--- config.mk ---
export PLATFORM = sky130hd
export DESIGN_NAME = alu_result_stage
export DESIGN_NICKNAME = d
export VERILOG_FILES = /design/src/rtl/alu_result_stage.sv
export SDC_FILE = /design/constraint.sdc
export NUM_CORES = 1
export LEC_CHECK = 0
export ABC_AREA = 1
export CAP_MARGIN = 0
export CORE_AREA = 2 2 143 145
export CTS_CLUSTER_DIAMETER = 80
export CTS_CLUSTER_SIZE = 40
export DETAILED_ROUTE_END_ITERATION = 10
export DIE_AREA = 0 0 145 147
export GPL_TIMING_DRIVEN = 0
export PLACE_DENSITY_LB_ADDON = 0.05
export REMOVE_ABC_BUFFERS = 1
export SLEW_MARGIN = 20
export SYNTH_ARGS = -nofsm -noshare
export SYNTH_HDL_FRONTEND = slang
export SYNTH_SLANG_ARGS = --single-unit
export TNS_END_PERCENT = 50
--- constraint.sdc ---
create_clock -name clk -period 1.4 [get_ports clk]
set_input_delay 0.14 -clock clk [delete_from_list [all_inputs] [get_ports clk]]
set_output_delay 0.14 -clock clk [all_outputs]
set_load 0.01 [all_outputs]
--- src/rtl/alu_result_stage.sv ---
// ALU result register stage: one-entry output buffer with HI/LO, flags, sticky overflow and op counter.
// Optional HILO_BYPASS_EN: MULT/DIV results reading HI/LO return the incoming value instead of the old one.
module alu_result_stage (
    input  logic        clk,
    input  logic        reset,
    input  logic        in_valid,
    output logic        in_ready,
    input  logic [4:0]  FS,
    input  logic [31:0] Y_hi,
    input  logic [31:0] Y_lo,
    input  logic        C,
    input  logic        V,
    input  logic        N,
    input  logic        Z,
    input  logic [1:0]  rd_sel,
    input  logic        clr_sticky,
    input  logic        out_ready,
    output logic        out_valid,
    output logic [31:0] out_data,
    output logic [31:0] HI,
    output logic [31:0] LO,
    output logic [3:0]  flags,
    output logic        v_sticky,
    output logic [15:0] op_count
);

    typedef enum logic {EMPTY = 1'b0, FULL = 1'b1} state_t;

    localparam logic [4:0] FS_MULT = 5'h1E;
    localparam logic [4:0] FS_DIV  = 5'h1F;

    state_t      state, state_nxt;
    logic        accept;
    logic        hilo_wr;
    logic [31:0] sel_data;

    assign in_ready  = (state == EMPTY) | out_ready;
    assign accept    = in_valid & in_ready;
    assign out_valid = (state == FULL);
    assign hilo_wr   = (FS == FS_MULT) | (FS == FS_DIV);

    always_ff @(posedge clk) begin
        if (reset) state <= EMPTY;
        else       state <= state_nxt;
    end

    // A drain with a simultaneous accept keeps the buffer full.
    always_comb begin
        state_nxt = state;
        case (state)
            EMPTY: if (accept) state_nxt = FULL;
            FULL: begin
                if (accept)         state_nxt = FULL;
                else if (out_ready) state_nxt = EMPTY;
            end
            default: state_nxt = EMPTY;
        endcase
    end

    always_comb begin
        sel_data = Y_lo;
        case (rd_sel)
            2'b00: sel_data = Y_lo;
`ifdef HILO_BYPASS_EN
            2'b01: sel_data = hilo_wr ? Y_hi : HI;
            2'b10: sel_data = hilo_wr ? Y_lo : LO;
`else
            2'b01: sel_data = HI;
            2'b10: sel_data = LO;
`endif
            2'b11: sel_data = {28'b0, C, V, N, Z};
            default: sel_data = Y_lo;
        endcase
    end

    always_ff @(posedge clk) begin
        if (reset) begin
            out_data <= 32'b0;
            HI       <= 32'b0;
            LO       <= 32'b0;
            flags    <= 4'b0;
            v_sticky <= 1'b0;
            op_count <= 16'b0;
        end else begin
            if (accept) begin
                out_data <= sel_data;
                flags    <= {C, V, N, Z};
                op_count <= op_count + 16'd1;
                if (hilo_wr) begin
                    HI <= Y_hi;
                    LO <= Y_lo;
                end
            end
            // Setting on an overflowing accept beats a same-cycle clear.
            if (accept && V)     v_sticky <= 1'b1;
            else if (clr_sticky) v_sticky <= 1'b0;
        end
    end

endmodule

==> flow_summary_export.csv <==
group,metric,value,unit
clock_tree,cts.sinks,118,
critical_path,worstPathCellList,"a21oi_4, clkbuf_16, buf_16, nand2_8, buf_8, o21ai_0, a21oi_1",
critical_path,slowest_stage,"dfxtp_2",
clock_tree,cts_tree,"done",
critical_path,reg2reg_slack,-0.02,ns
finish,fillers,2028,
yosys,syn_avg_cell_area,7.318,um^2
finish,final_cell_area,8159,um^2
finish,area_growth_syn_to_layout,66.91,%
global_routing,overflow,0,
die,core,19840,um^2
critical_path,cp_top_family,"buffers and inverters",
timing,slew_headroom,0.5733,
clock_tree,cts_inserted_buffers,17,
clock_tree,cts_root_buf,"clkbuf_16",
clock_tree,clkLatencyLatePin,0.42,ns
run_status,outcome,"complete, but fails checks",
global_routing,grt_first_pass_wirelength,31270,um
critical_path,worstReg2RegStart,"out_valid",
placed_design,dpl.hpwl,12030,um
timing,drv_slew,0,
yosys,yosysTopAreaCellShare,0.4832,
timing,tightest_slew,0.6400,ns
drt,drcViolationCount,0,
critical_path,crit_path_end_kind,"flop",
yosys,syn_area,4888,um^2
critical_path,crit_type,"reg -> reg",
die,pin_count,199,
clock_tree,htreeDepth,4,
critical_path,critPathBufInv,3,
die,die_width,145,um
hold_path,hold_path_end,"HI[27]",
hold_path,min_from,"reset",
die,dieArea,21320,um^2
timing,period_share,1.011,
clock_tree,cts_max_path_buffers,2,
yosys,synth_area_leaders,"dfxtp_1 (48%), nand2_1 (12%), a21oi_1 (11%), nand3_1 (6.7%), o21ai_0 (5.7%)",
die,rows,52,
hold_path,min_path_type,"in -> reg",
placed_design,placed_area,7268,um^2
finish,nets,949,
yosys,yosysWarnings,0,
clock_tree,path_clk_slew,0.06,ns
timing,clock_skew,0.01019,ns
placed_design,portBuffers,197,
finish,drive_gt1_frac,0.1067,
finish,final_util,0.4112,
timing,period_needed,1.415,ns
power_and_ir_drop,ir_worst_vdd,0.7751,mV
placed_design,gp_congestion,0.7731,
yosys,synthDistinctLibCells,25,
hold_path,worstHoldPathCells,2,
yosys,syn_inst,668,
die,start_util,0.2463,
die,dieHeight,147,um
yosys,synth_top_area_cell,"dfxtp_1",
critical_path,worstPathRequired,1.70,ns
timing,max_freq,706.6,MHz
yosys,ys_seq_area_frac,0.4832,
critical_path,reg2reg_to,"HI[8]",
drt,firstDrtPassIters,5,
critical_path,reg2reg_depth,7,
critical_path,critPathArrivalTime,1.72,ns
drt,ant_nets,0,
timing,final-setup-viol-count,6,
global_routing,grt_max_degree,58,
drt,drtIter0Drc,315,
global_routing,antenna_found_initial,1,
timing,hold_violations,0,
global_routing,grt_pass1_vias,5400,
drt,routed_wl,20390,um
critical_path,cp_max_fo,8,
timing,hold_slack,0.06492,ns
run_status,violations,"setup timing",
drt,wire_per_inst,17.71,um
job,maxCapViolCount,0,
drt,vias,5433,
timing,grt_setup_unrepaired,"true",
yosys,ys_ff_latch,118,
critical_path,max_stage_delay,0.34,ns
power_and_ir_drop,powerDensity,1137,nW/um^2
finish,num_antenna_cells,0,
critical_path,start_kind,"flop",
drt,via_per_inst,4.720,
power_and_ir_drop,p_leak,0.003414,uW
global_routing,track_usage,0.1897,
timing,final.setup.worst_slack,-0.01515,ns
-- worst max-delay path by stage --
| stage | endpoint | slack (ns) | start | depth (start not counted) |
|---|---|---|---|---|
| 3_3_place_gp | LO[3] | -7.56 | out_ready | 6 |
| 6_report | HI[8] | -0.02 | out_valid | 7 |
| 4_1_cts | LO[23] | 0.001 | out_valid | 6 |
| 2_1_floorplan | HI[11] | -3.22 | out_valid | 4 |
| 3_5_place_dp | LO[26] | -1.18 | in_valid | 9 |
| 5_1_grt | LO[11] | -0.11 | out_valid | 7 |
-- metrics by stage --
step	setup TNS, ns	instances	setup WS, ns	total power [uW]
6_report	-0.05365	1151	-0.01515	9280
4_1_cts	0	1145	0.001285	9351
5_1_grt	-1.443	1151	-0.1108	9629
3_5_place_dp	-95.07	1097	-1.182	4693
2_1_floorplan	-250.63	619	-3.224	3937
3_3_place_gp	-675.36	1086	-7.556	4592
-- timing repair --
item,in CTS,in global routing
hold buffers,0,0
buffers inserted,11,5
pin swaps,4,9
cloned,6,1
endpoints found under the hold margin,0,0
endpoints found under the setup margin,227,79
resized for setup,150,19
-- worst reg2reg max path: cells and delay by family, from the launching register on --
family	cells	cell delay (ns)
buf+inv	3	0.45
compound gates	3	0.41
flops	1	0.34
simple gates	1	0.10
-- cell type report --
cell class / count / area, um^2 / share of cell area
Timing Repair Buffer: 229 / 2415 / 0.2960
Sequential cell: 118 / 2374 / 0.2909
Multi-Input combinational cell: 464 / 2261 / 0.2771
Clock buffer: 19 / 432.9 / 0.05306
Tap cell: 270 / 337.8 / 0.04140
Clock inverter: 13 / 181.4 / 0.02224
Inverter: 38 / 157.7 / 0.01932
-- sequential cells by signal, summed over array words and instances (netlist names) --
name / cells
out_data: 32
flags: 4
HI: 32
LO: 32
v_sticky: 1
op_count: 16
out_valid: 1
-- cells in the final DEF (no fill, tap or decap), types with 5 or more instances in the layout --
master and count:
a21oi_1 105, nand2_1 145, dfxtp_2 9, dlygate4sd2_1 120, o21ai_0 50, nor2_1 38, buf_4 10, o21ai_1 6
a31oi_1 28, clkdlybuf4s50_1 75, clkbuf_16 19, nand3_1 64, dfxtp_1 109, nand2_2 5, nor2_4 5, inv_1 35
buf_16 9
-- cell usage after synthesis --
library cell	instances
ha_1	1
and2_1	1
nor3b_1	2
clkinv_2	1
a21oi_1	106
buf_4	3
buf_1	5
buf_6	1
nand2_1	151
o21ai_0	56
nand2_2	1
inv_2	1
clkbuf_1	18
nor2_2	3
o21bai_1	1
nor2_4	1
inv_1	36
dfxtp_1	118
a31oi_1	28
a21oi_2	1
buf_2	22
xor2_1	1
nor2_1	41
nand3_1	65
nand4_1	4
-- metal layers --
metal	wire length [um]	vias up	GRT usage
met1	9246	2595	0.2322
met2	9485	154	0.3152
li1	-	2659	-
met4	340	2	0.06436
met5	13	-	0
met3	1302	23	0.06180
-- cell families (layout without fill, tap and decap cells) --
logic type      after synthesis  in the layout  share of synthesized area
compound gates              192            192                     0.2050
xor+xnor                      1              1                   0.001792
fa+ha+maj                     1              1                   0.002559
flops                       118            118                     0.4832
buf+inv                      87            299                    0.07653
simple gates                269            270                     0.2309
-- where the power goes --
group          switching [uW]  total, uW  internal (uW)  leakage (uW)
logic                     574       1120            548       0.00215
registers                58.9       3530           3470      0.000964
clock network            1660       4630           2970      0.000297
total                    2290       9280           6990       0.00341
Power figures use the tool's default switching activity.
